[config.mk]
export PLATFORM = sky130hd
export DESIGN_NAME = parallel_in
export DESIGN_NICKNAME = d
export VERILOG_FILES = /design/src/rtl/parallel_io_pkg.sv /design/src/rtl/io_sync2.sv /design/src/rtl/parallel_in.sv
export SDC_FILE = /design/constraint.sdc
export NUM_CORES = 1
export LEC_CHECK = 0
export BUFFER_PORTS_ARGS = -buffer_cell sky130_fd_sc_hd__buf_2
export CORE_ASPECT_RATIO = 1.5
export CORE_UTILIZATION = 40
export DETAILED_ROUTE_END_ITERATION = 8
export PLACE_DENSITY = 0.74
export SYNTH_ARGS = -nofsm -noshare
export SYNTH_HDL_FRONTEND = slang
export SYNTH_HIERARCHICAL = 1
export SYNTH_SLANG_ARGS = --single-unit
[constraint.sdc]
create_clock -name clk -period 1.1 [get_ports clk]
set_input_delay 0.11 -clock clk [delete_from_list [all_inputs] [get_ports clk]]
set_output_delay 0.11 -clock clk [all_outputs]
set_load 0.005 [all_outputs]
[src/rtl/parallel_io_pkg.sv]
// Shared definitions for the memory-mapped parallel I/O blocks.
// Used by both the input port and the output register.
package parallel_io_pkg;

    localparam logic [7:0] IO_ADDR = 8'hFF;

    typedef logic [7:0] io_byte_t;

endpackage

[src/rtl/io_sync2.sv]
// Two-flop synchroniser for an asynchronous bus.
// No logic is placed ahead of the first flop.
module io_sync2 #(
    parameter int unsigned W = 8
) (
    input  logic         clk,
    input  logic         rst_n,
    input  logic [W-1:0] d,
    output logic [W-1:0] q
);

    logic [W-1:0] sync1;

    always_ff @(posedge clk or negedge rst_n) begin
        if (!rst_n) begin
            sync1 <= '0;
            q     <= '0;
        end else begin
            sync1 <= d;
            q     <= sync1;
        end
    end

endmodule

[src/rtl/parallel_in.sv]
// Memory-mapped 8-bit parallel input port with sticky change flag.
// Optional debounce stage enabled by PARALLEL_IN_DEBOUNCE_EN.
module parallel_in
    import parallel_io_pkg::*;
#(
    parameter logic [7:0]  IO_ADDR         = parallel_io_pkg::IO_ADDR,
    parameter int unsigned DEBOUNCE_CYCLES = 16
) (
    input  logic       clk,
    input  logic       rst_n,
    input  logic [7:0] Address,
    input  logic       re,
    input  logic [7:0] MemData,
    input  logic [7:0] ExtIn,
    output logic [7:0] ReadData,
    output logic       rden,
    output logic       changed
);

    if (DEBOUNCE_CYCLES < 1) begin : g_cfg_err
        $error("DEBOUNCE_CYCLES must be at least 1");
    end

    io_byte_t sync2;
    io_byte_t in_reg;
    io_byte_t in_nxt;
    logic     hit;
    logic     set_chg;
    logic     clr_chg;

    io_sync2 #(
        .W(8)
    ) u_sync (
        .clk  (clk),
        .rst_n(rst_n),
        .d    (ExtIn),
        .q    (sync2)
    );

`ifdef PARALLEL_IN_DEBOUNCE_EN
    localparam int unsigned CW = $clog2(DEBOUNCE_CYCLES + 1);
    localparam logic [CW-1:0] CMAX = CW'(DEBOUNCE_CYCLES);

    io_byte_t      cand;
    logic [CW-1:0] cnt;

    // Any difference from the candidate restarts the stability count.
    always_ff @(posedge clk or negedge rst_n) begin
        if (!rst_n) begin
            cand <= '0;
            cnt  <= '0;
        end else if (sync2 != cand) begin
            cand <= sync2;
            cnt  <= '0;
        end else if (cnt < CMAX) begin
            cnt  <= cnt + 1'b1;
        end
    end

    assign in_nxt = (cnt == CMAX) ? cand : in_reg;
`else
    assign in_nxt = sync2;
`endif

    assign hit      = (Address == IO_ADDR);
    assign ReadData = hit ? in_reg : MemData;
    assign rden     = re & ~hit;
    assign set_chg  = (in_nxt != in_reg);
    assign clr_chg  = re & hit;

    // A new value wins over a concurrent clearing read.
    always_ff @(posedge clk or negedge rst_n) begin
        if (!rst_n) begin
            in_reg  <= '0;
            changed <= 1'b0;
        end else begin
            in_reg <= in_nxt;
            if (set_chg) begin
                changed <= 1'b1;
            end else if (clr_chg) begin
                changed <= 1'b0;
            end
        end
    end

endmodule

== Word-level counts from Yosys, hierarchy flattened ==
Cells that the tools add are included.
Widths: inputs -> output; s select.

* Equal/unequal tests: 2
* Muxes and demuxes: 3
* Reductions and logical operators: 1
* Bitwise operators: 3

{| class="wikitable"
|+ Operators with widths
! operator !! count
|-
| $eq 8x8->1 const B || 1
|-
| $mux 8 || 1
|-
| $ne 8x8->1 || 1
|-
| $and 1x1->1 || 2
|-
| $mux 1 || 2
|-
| $reduce_bool 2->1 || 1
|-
| $not 1->1 || 1
|}

* Output and inout bits: 10
* Logic and storage cells: 13
* Input port bits: 27
* Bits in registers: 25

== Longest topological paths before layout ==
Gate-level depths: netlist of the first run.

* Word-level depth: 4
* Mapped depth: 3
* Depth with buffers taken out: 3

== By module ==
The synthesis of the first run kept the hierarchy.

{| class="wikitable"
|+ By module, submodules not included
! module !! sequential area each (um2) !! area an instance (um2) !! times used !! cells an instance
|-
| parallel_in || 225.2 || 510.5 || 1 || 34
|-
| io_sync2 || 400.4 || 400.4 || 1 || 16
|}

== Worst setup path after synthesis of the first run ==
Ideal clock, no wire load.

* Path type: reg-to-reg
* From: register in_reg[6]
* To: register changed
* Stages on the path, launching flop included: 4
* Data arrival time: 0.856 ns
* Buffers on the path: 0
* Required time: 0.965 ns
* Period minus slack after synthesis: 0.992 ns
* Setup slack: 0.108 ns
* Library setup time: 0.135 ns
* Cell sequence: dfrtp_1 xor2_1 nor4_1 nand3_1

* Longest elaborated chain between the ends: 2
* Elaborated cells on any way between the ends: 3
* Classes of those cells: eq/ne: 1; mux: 1; reduce/logical: 1

{| class="wikitable"
|+ RTL lines
! item !! line !! source
|-
| from (decl) || parallel_in.sv:25 || <nowiki>io_byte_t in_reg;</nowiki>
|-
| from (signal assigned) || parallel_in.sv:77 || <nowiki>in_reg <= in_nxt;</nowiki>
|-
| $ne 8x8->1 (*) || parallel_in.sv:68 || <nowiki>assign set_chg = (in_nxt != in_reg);</nowiki>
|-
| $mux 1 / $reduce_bool 2->1 (equally long branches) || n/a ||
|-
| to (signal assigned) || parallel_in.sv:75 || <nowiki>changed <= 1'b0;</nowiki>
|-
| to (signal assigned) || parallel_in.sv:79 || <nowiki>changed <= 1'b1;</nowiki>
|-
| to (signal assigned) || parallel_in.sv:81 || <nowiki>changed <= 1'b0;</nowiki>
|-
| to (decl) || parallel_in.sv:17 || <nowiki>output logic changed</nowiki>
|}

Every way passes the cells marked *; elsewhere a longest branch is shown, timed or not.
A chain may end at the register's enable or synchronous reset.

== Final worst setup path of the first run ==
* From: register in_reg[5]
* To: output ReadData[5]

* Longest elaborated chain between the ends: 1

{| class="wikitable"
|+ RTL lines
! item !! line !! source
|-
| $mux 8 || parallel_in.sv:66 || <nowiki>assign ReadData = hit ? in_reg : MemData;</nowiki>
|-
| to (decl) || parallel_in.sv:15 || <nowiki>output logic [7:0] ReadData,</nowiki>
|}

Every way passes these cells.

==> results of run 1 <==
kinds of logic (layout without fill, tap and decap cells):
kind of cell    after synthesis  after routing  synth area share (%)
mux                           8              8                  13.2
simple gates                  7              7                  9.20
xor+xnor                      8              8                  7.69
compound gates                1              1                 0.824
buf+inv                       1             55                 0.412
flops                        25             25                  68.7
per-layer routing:
layer,up-vias,share of wire [%]
li1,279,-
met1,264,35
met2,25,58
met3,2,5.6
met4,0,0.98
met5,-,0
tightest hold or removal path, stage by stage:
cell and delay [ps]:
buf_2 90, inv_1 60, o31ai_1 80, nand3_1 70
final cells by class:
cell class / count / share of cell area [%]
clock buffer: 3 / 1.69
timing repair buffer: 50 / 27.4
multi-input combinational: 24 / 21.1
clock inverter: 1 / 0.376
inverter: 1 / 0.282
sequential: 25 / 47.0
tap: 22 / 2.07
path summary, 6_finish.rpt:
path,slack (ps),to,from,cells after the start
worst max register to register,-30,changed,in_reg[2],4
worst min-delay path,140,changed,re,4
worst min register to register,360,u_sync/q[1],u_sync/sync1[1],0
max in group asynchronous,460,in_reg[2],rst_n,2
min in group asynchronous,300,in_reg[0],rst_n,2
worst max-delay path,-110,ReadData[5],in_reg[5],2
cell usage after synthesis, drive strengths merged:
library cell	number	area [sq um]
xor2	8	70.1
nand3	1	5.00
o31ai	1	7.51
mux2	8	120
nand4	2	42.5
nor2	2	23.8
nor4	2	12.5
inv	1	3.75
dfrtp	25	626
where the power goes:
group / total [mW] / switching (mW) / internal (mW)
clock network: 0.374 / 0.239 / 0.135
registers: 0.986 / 0.0226 / 0.963
logic: 0.206 / 0.0746 / 0.131
total: 1.57 / 0.336 / 1.23
per-stage QoR:
step / util [%] / power [mW] / setup slack, ps
finish: 64.1 / 1.57 / -114
global route: 64.1 / 1.67 / -170
CTS: 63.3 / 1.58 / -125
detailed placement: 54.2 / 1.16 / -64.6
global placement: 54.2 / 1.14 / -46.6
floorplan: - / 1.06 / 108
what timing repair did:
action                                  4_1_cts  5_1_grt
hold buffers                                  9        0
hold endpoints to repair                     33        0
gates resized for setup                       7        3
cloned                                        0        0
pin swaps                                     3        2
setup buffers                                 4        0
endpoints found under the setup margin        9        9
==> results.ini, run 1 <==
[layout]
seq_area_sq_um=626
multiInputGateArea_sq_um=282
final_cell_mix=28 x buf_2, 25 x dfrtp_1, 10 x buf_6
final_cell_area_sq_um=1330
fin_cells=126
drive_gt1_share_pct=53.8
fill_cells=161
nets=132
diodes=0
layout_commonest_cell=buf_2
area_delta_synth_final_pct=46.2

[worst_setup_path]
setup.worst_path.end_class=primary output
path_buf_inv=1
critPathMaxStageDelay_ps=420
critical_path.top_delay_family=flip-flops
path_class=register to primary output
arrival_ps=1100
crit_path_start_kind=register
crit_fanout=2
cp_data_required_time_ps=990
cp_slowest_cell=dfrtp_1
path_cells=mux2_4, buf_6

[power_and_ir_drop]
total_leakage_power_nw=0.659
power_density_nw_per_um2=1180
peakVddDrop_mv=0.803

[synthesis]
syn_nets=77
ys_warn_count=6
synth_cells=50
syn_area_per_cell_sq_um=18.2
ys_ff_latch=25
synth_cell_type_count=10
syn_area_sq_um=911
synth-seq-area-share_pct=68.7

[global_route]
groute.layer.met1.usage_pct=11.7
grt_first_pass_wirelength_um=2260
antenna_found_initial=0
grt_max_degree=26
use_met2_pct=27.5
track_usage_pct=13.9
met3_usage_pct=1.10
grt_pass1_vias=630
grt-busiest-layer=met2
overflow=0

[sta]
drv_slew=0
tns_ps=-824
hold_slack_ps=137
worst_slack_ps=-114
slew_headroom_pct=65.7
period_share_pct=110
rsz0062_at_grt=yes
fmaxAchievable_ghz=0.824
finClkSkew_ps=6.15
finalSetupViolCount=9
tightest_slew_ps=515
period_needed_ps=1210
report.final.hold_viol_count=0

[floorplan]
core_area_sq_um=2080
die_w_um=41.0
rows=20
initial_core_util_pct=43.9
die_h_um=60.4
pin_count=37
die_area_sq_um=2480

[placed_design]
dp_cells=109
place.port_buffers=36
dp.final_hpwl_um=1090
gp_congestion=0.589
post_dp_cell_area_sq_um=1130

[clock_network]
cts.clk_slew.worst_paths_ps=120
clk-insertion-delay-late_ps=300
numClockSinks=25
clock_path_buffers=2
cts_buffers=3
cts_root_buffer=clkbuf_4
htree_levels=1
tritoncts=built

[routing]
ant_nets=0
routed_wl_um=1430
wl_per_cell_um=11.4
viasPerCell=4.52
drtIter0Drc=1
vias=570
drc=0
firstDrtPassIters=2

[job]
max_cap_viol_count=0

[worst_hold_path]
hp-class=primary input to register

[outcome]
status=complete, but fails checks
violations=negative setup slack

(Power assumes the default switching activity.)
==> inputs of run 2 (changes only) <==
Settings changed: CORE_MARGIN set to 5, PLACE_DENSITY 0.74 to 0.68.
==> run 2 against run 1 <==
  * The flow still finishes with violations (negative setup slack)
  * Non-clock buffer count is 2 higher
  * Die area is 35% higher
  * Cell area is 0.85% higher
  * Sequential cell count stayed put
  * Cell count is 2.4% higher
  * Critical path depth stayed put
  * Routed wire length is 11% higher
  * Largest power group unchanged
  * Highest routed layer unchanged
==> results.ini, run 2 (synthesis gave the netlist of run 1 again) <==
[outcome]
status=complete, but fails checks
violations=negative setup slack

[routing]
wl_per_cell_um=12.3  ; +8.0%
firstDrtPassIters=2  ; unchanged
ant_nets=0  ; unchanged
routed_wl_um=1590  ; +11%
drtIter0Drc=2  ; +1
drc=0  ; unchanged
viasPerCell=4.57  ; +0.93%
vias=589  ; +3.3%

[floorplan]
die_area_sq_um=3350  ; +35%
initial_core_util_pct=41.3  ; -2.6 points
die_w_um=49.0  ; +20%
rows=21  ; +5.0%
core_area_sq_um=2210  ; +6.3%
pin_count=37  ; unchanged
die_h_um=68.4  ; +13%

[worst_setup_path]
setup.worst_path.end_class=primary output
crit_path_start_kind=register
path_cells=mux2_4, buf_6
critical_path.top_delay_family=flip-flops
cp_data_required_time_ps=990  ; about the same
crit_fanout=2  ; unchanged
path_buf_inv=1  ; unchanged
arrival_ps=1100  ; about the same
critPathMaxStageDelay_ps=410  ; about the same
path_class=register to primary output
cp_slowest_cell=dfrtp_1

[layout]
drive_gt1_share_pct=53.8  ; -0.073 points
nets=134  ; +1.5%
layout_commonest_cell=buf_2
area_delta_synth_final_pct=47.4
fin_cells=129  ; +2.4%
fin_util_pct=60.8  ; -3.3 points
diodes=0  ; unchanged
final_cell_mix=28 x buf_2, 25 x dfrtp_1, 9 x dlygate4sd3_1, 9 x buf_6

[global_route]
grt_pass1_vias=637  ; +1.1%
track_usage_pct=10.9  ; -3.0 points
antenna_found_initial=0  ; unchanged
grt_max_degree=26  ; unchanged
grt_first_pass_wirelength_um=2690  ; +19%
overflow=0  ; unchanged

[power_and_ir_drop]
swShare_pct=21.0  ; -0.48 points
pwr-share-clk_pct=23.8  ; about the same
seq_power_share_pct=62.8  ; -0.2 points
peakVddDrop_mv=0.803  ; -0.11%
total_leakage_power_nw=0.664  ; +0.86%
p_int_mw=1.24  ; +0.74%
comb_power_share_pct=13.4  ; +0.3 points
power_density_nw_per_um2=1170  ; -0.71%
switching_power_uw=329  ; -2.1%

[sta]
worst_slack_ps=-107  ; +6.87 ps
drv_slew=0  ; unchanged
report.final.hold_viol_count=0  ; unchanged
slew_headroom_pct=65.4  ; -0.24 points
period_share_pct=110  ; -0.62 points
tightest_slew_ps=518  ; +3.62 ps
finalSetupViolCount=9  ; unchanged
rsz0062_at_grt=yes
fmaxAchievable_ghz=0.829  ; +0.57%
finClkSkew_ps=4.02  ; -2.13 ps
period_needed_ps=1210  ; -6.87 ps

[clock_network]
cts_root_buffer=clkbuf_4
tritoncts=built
cts.clk_slew.worst_paths_ps=120  ; about the same
cts_buffers=3  ; unchanged
clock_path_buffers=2  ; unchanged
htree_levels=1  ; unchanged
clk-insertion-delay-late_ps=300  ; about the same
numClockSinks=25  ; unchanged

[placed_design]
dp_cells=110  ; +0.92%
place.port_buffers=36  ; unchanged
gp_congestion=0.699  ; +19%
dp.final_hpwl_um=1140  ; +4.8%

[job]
max_cap_viol_count=0  ; unchanged

[worst_hold_path]
hp-class=primary input to register

-- run 2: changes by cell type in the layout (fill, tap and decap cells not counted) --
| cell | previous run | this run |
|---|---|---|
| buf_4 | 3 | 6 |
| buf_6 | 10 | 9 |
| clkbuf_1 | 0 | 1 |
| clkinv_2 | 1 | 0 |
-- run 2: layer usage --
metal	global-route usage, %	wire length, um	up-vias
met4	10.1	60	0
met3	2.40	160	4
met2	19.3	826	29
li1	-	-	287
met5	0	0	-
met1	10.4	538	269
-- run 2: worst reg2reg max path, cell delays in order, from the launching register on --
cell     delay [ps]
dfrtp_1         410
buf_6           120
xor2_1          150
nor4_1          280
nand3_1         100
-- run 2: metrics by stage --
step           power [mW]  setup WS (ps)  cell area, sq um  hold slack [ps]  TNS (ps)
2_1_floorplan        1.06            108               911             -186         0
3_3_place_gp         1.15          -53.1              1130              105      -416
3_5_place_dp         1.15          -64.7              1130              115      -512
4_1_cts              1.59           -123              1330              124      -932
5_1_grt              1.66           -157              1340              122     -1280
6_report             1.57           -107              1340              131      -781
-- run 2: power groups by stage --
stage	clock network (mW)	logic, mW	registers (mW)
after global placement	0	0.143	1.00
after floorplan	0	0.0553	1.00
after global routing	0.434	0.231	0.992
final	0.373	0.210	0.984
after CTS	0.402	0.207	0.985
after detailed placement	0	0.148	1.01
-- run 2: timing repair --
item                                   CTS  global route
endpoints found under the hold margin   33             0
pin swaps                                2             1
buffers inserted                         5             1
gates resized for setup                  8             1
setup endpoints to repair                9             9
hold buffers                             9             0
-- run 2: cell type report --
class                      instances  area, sq um
tap                               23         28.8
fill                             186          865
inverter                           1         3.75
sequential                        25          626
multi-input combinational         24          282
clock buffer                       4         26.3
timing repair buffer              52          377
-- run 2: path summary, 6_finish.rpt --
kind	end	slack, ps	startpoint	depth (start not counted)
setup / recovery	ReadData[0]	-110	in_reg[0]	2
hold / removal	changed	130	re	4
setup reg to reg	changed	-70	in_reg[0]	4
hold reg to reg	u_sync/q[1]	360	u_sync/sync1[1]	0
max in group asynchronous	u_sync/q[3]	450	rst_n	2
min in group asynchronous	u_sync/sync1[5]	300	rst_n	2
==> inputs of run 3 (changes only) <==
Settings changed: ABC_AREA set to 1, CORE_ASPECT_RATIO 1.5 to 0.9, REMOVE_ABC_BUFFERS set to 1.
==> run 3 against run 2 <==
  * The run now ends clean
  * Sequential power about the same
  * Hold slack about the same
  * Highest routed layer unchanged
  * Power decreased by 1.2%
  * Register-to-register slack improved by 160 ps
  * Clock-buffer cell count decreased by 1
  * Setup slack improved by 150 ps
  * Routed wire length increased by 7.3%
  * Area after synthesis increased by 0.69%
  * Synthesized cell count increased by 72%
  * Die area about the same
  * Clock power about the same
  * Largest power group unchanged
  * Cell area decreased by 3.5%
==> results.ini, run 3 <==
[job]
max_cap_viol_count=0  ; unchanged

[floorplan]
die_area_sq_um=3350  ; about the same
rows=16  ; -24%
die_w_um=60.5  ; +24%
core_area_sq_um=2180  ; -1.1%
die_h_um=55.4  ; -19%
initial_core_util_pct=42.0  ; +0.76 points
pin_count=37  ; unchanged

[clock_network]
cts_root_buffer=clkbuf_4
clk-insertion-delay-late_ps=300  ; about the same
clock_path_buffers=2  ; unchanged
cts.clk_slew.worst_paths_ps=120  ; about the same
htree_levels=1  ; unchanged
numClockSinks=25  ; unchanged
tritoncts=built
cts_buffers=3  ; unchanged

[worst_setup_path]
crit_fanout=2  ; unchanged
path_class=register to primary output
arrival_ps=950  ; -150 ps
cp_data_required_time_ps=990  ; about the same
setup.worst_path.end_class=primary output
crit_path_start_kind=register

[placed_design]
post_dp_cell_area_sq_um=1140  ; +1.1%
dp.final_hpwl_um=1250  ; +9.9%
dp_cells=149  ; +35%
gp_congestion=0.693  ; -0.90%
place.port_buffers=36  ; unchanged

[sta]
report.final.hold_viol_count=0  ; unchanged
slew_headroom_pct=65.7  ; +0.23 points
period_share_pct=96.1  ; -14 points
drv_slew=0  ; unchanged
finClkSkew_ps=7.01  ; +2.99 ps
fmaxAchievable_ghz=0.946  ; +14%
hold_slack_ps=131  ; -0.172 ps
finalSetupViolCount=0  ; -9
rsz0062_at_grt=yes
period_needed_ps=1060  ; -150 ps
tightest_slew_ps=515  ; -3.40 ps

[synthesis]
syn_area_sq_um=917  ; +0.69%
ys_ff_latch=25  ; unchanged
synth-edff-count=0  ; unchanged
synth_top_area_share_pct=68.2  ; -0.47 points
synth-seq-area-share_pct=68.2  ; -0.47 points
netlist_top_cells_area=dfrtp_1 68%, nand2_1 14%, xnor2_1 4.8%
yosysTopAreaCell=dfrtp_1
synth_cell_type_count=11  ; +1
ys_warn_count=6  ; unchanged
synth_cells=86  ; +72%
syn_area_per_cell_sq_um=10.7  ; -41%
synthFlopType=dfrtp_1
synth_common_cells=34 x nand2_1, 25 x dfrtp_1, 7 x inv_1, 5 x xnor2_1
synthArstFlopShare_pct=100  ; unchanged
synth.most_common_cell=nand2_1

[layout]
nets=167  ; +25%
drive_gt1_share_pct=41.7  ; -12 points
fill_cells=185  ; -0.54%
final_cell_area_sq_um=1290  ; -3.5%
multiInputGateArea_sq_um=258  ; -8.4%
diodes=0  ; unchanged
seq_area_sq_um=626  ; unchanged
area_delta_synth_final_pct=41.2
final_cell_mix=36 x buf_2, 34 x nand2_1, 25 x dfrtp_1
fin_cells=166  ; +29%
layout_commonest_cell=buf_2

[power_and_ir_drop]
total_leakage_power_nw=0.691  ; +4.0%
power_density_nw_per_um2=1200  ; +2.5%
peakVddDrop_mv=1.02  ; +28%

[routing]
drc=0  ; unchanged
vias=689  ; +17%
drtIter0Drc=6  ; +4
wl_per_cell_um=10.2  ; -17%
routed_wl_um=1700  ; +7.3%
viasPerCell=4.15  ; -9.1%
ant_nets=0  ; unchanged
firstDrtPassIters=2  ; unchanged

[global_route]
track_usage_pct=10.5  ; -0.37 points
grt_first_pass_wirelength_um=2730  ; +1.3%
overflow=0  ; unchanged
grt_pass1_vias=693  ; +8.8%
grt_max_degree=26  ; unchanged
antenna_found_initial=0  ; unchanged

[worst_hold_path]
hp-class=primary input to register

[outcome]
status=complete, no violations

==> run 3: changes by cell type in the layout (fill, tap and decap cells not counted), moves of 3 or more <==
cell / delta
buf_2: +8
inv_2: +4
nand2_1: +34
mux2_4: -8
xnor2_1: +4
inv_1: +3
o21ai_2: +3
xor2_1: -8
nand2_2: +3
buf_6: -9
==> run 3: worst max-delay path, cell delays in order, from the launching register on <==
cell     delay [ps]
dfrtp_1         410
nand2_1          70
nand2_1          40
buf_2           120
==> run 3: where the power goes <==
part | switching, mW | internal, mW
Clock | 0.240 | 0.136
Sequential | 0.0236 | 0.963
Combinational | 0.0781 | 0.109
Total | 0.342 | 1.21
==> run 3: area by class of cell <==
type,instances,share of cell area (%)
sequential,25,48.3
timing repair buffer,50,24.7
multi-input combinational,52,19.9
tap,27,2.61
inverter,8,2.32
clock buffer,3,1.74
clock inverter,1,0.386
==> run 3: cells by family after synthesis <==
| logic type | after synthesis | share of synthesized area (%) |
|---|---|---|
| XOR/XNOR | 5 | 4.77 |
| flip-flops | 25 | 68.2 |
| AND/OR/NAND/NOR | 44 | 19.6 |
| AO/OA/AOI/OAI | 3 | 2.87 |
| buffers and inverters | 9 | 4.50 |
==> run 3: stage by stage <==
step | setup TNS (ps) | power [mW] | setup slack (ps) | util, %
4_1_cts | 0 | 1.56 | 4.97 | 58.0
5_1_grt | -128 | 1.64 | -33.3 | 59.3
2_1_floorplan | 0 | 1.06 | 260 | -
6_report | 0 | 1.55 | 42.9 | 59.3
3_3_place_gp | 0 | 1.15 | 106 | 52.2
3_5_place_dp | 0 | 1.15 | 86.6 | 52.2
==> run 3: metal layers <==
metal | wire length, um | GRT usage, % | vias to the layer above | part of all wire (%)
met5 | 0 | 0 | - | 0
met4 | 13 | 5.57 | 0 | 0.76
met3 | 149 | 2.33 | 2 | 8.8
met2 | 876 | 17.4 | 21 | 51
met1 | 661 | 12.4 | 303 | 39
li1 | - | - | 363 | -
==> run 3: worst paths after layout <==
path,start,slack (ps),cells past startpoint,endpoint
worst max-delay path,in_reg[6],40,3,ReadData[6]
worst min-delay path,re,130,4,changed
worst max register to register,in_reg[3],90,5,changed
worst min register to register,u_sync/sync1[5],350,0,u_sync/q[5]
max in group asynchronous,rst_n,450,2,in_reg[0]
min in group asynchronous,rst_n,300,2,u_sync/sync1[3]
==> run 3: repair_timing <==
action,CTS,global route
hold endpoints to repair,33,0
resized for setup,1,3
endpoints found under the setup margin,2,8
pin swaps,1,3
hold buffers,9,0
buffers inserted,1,3
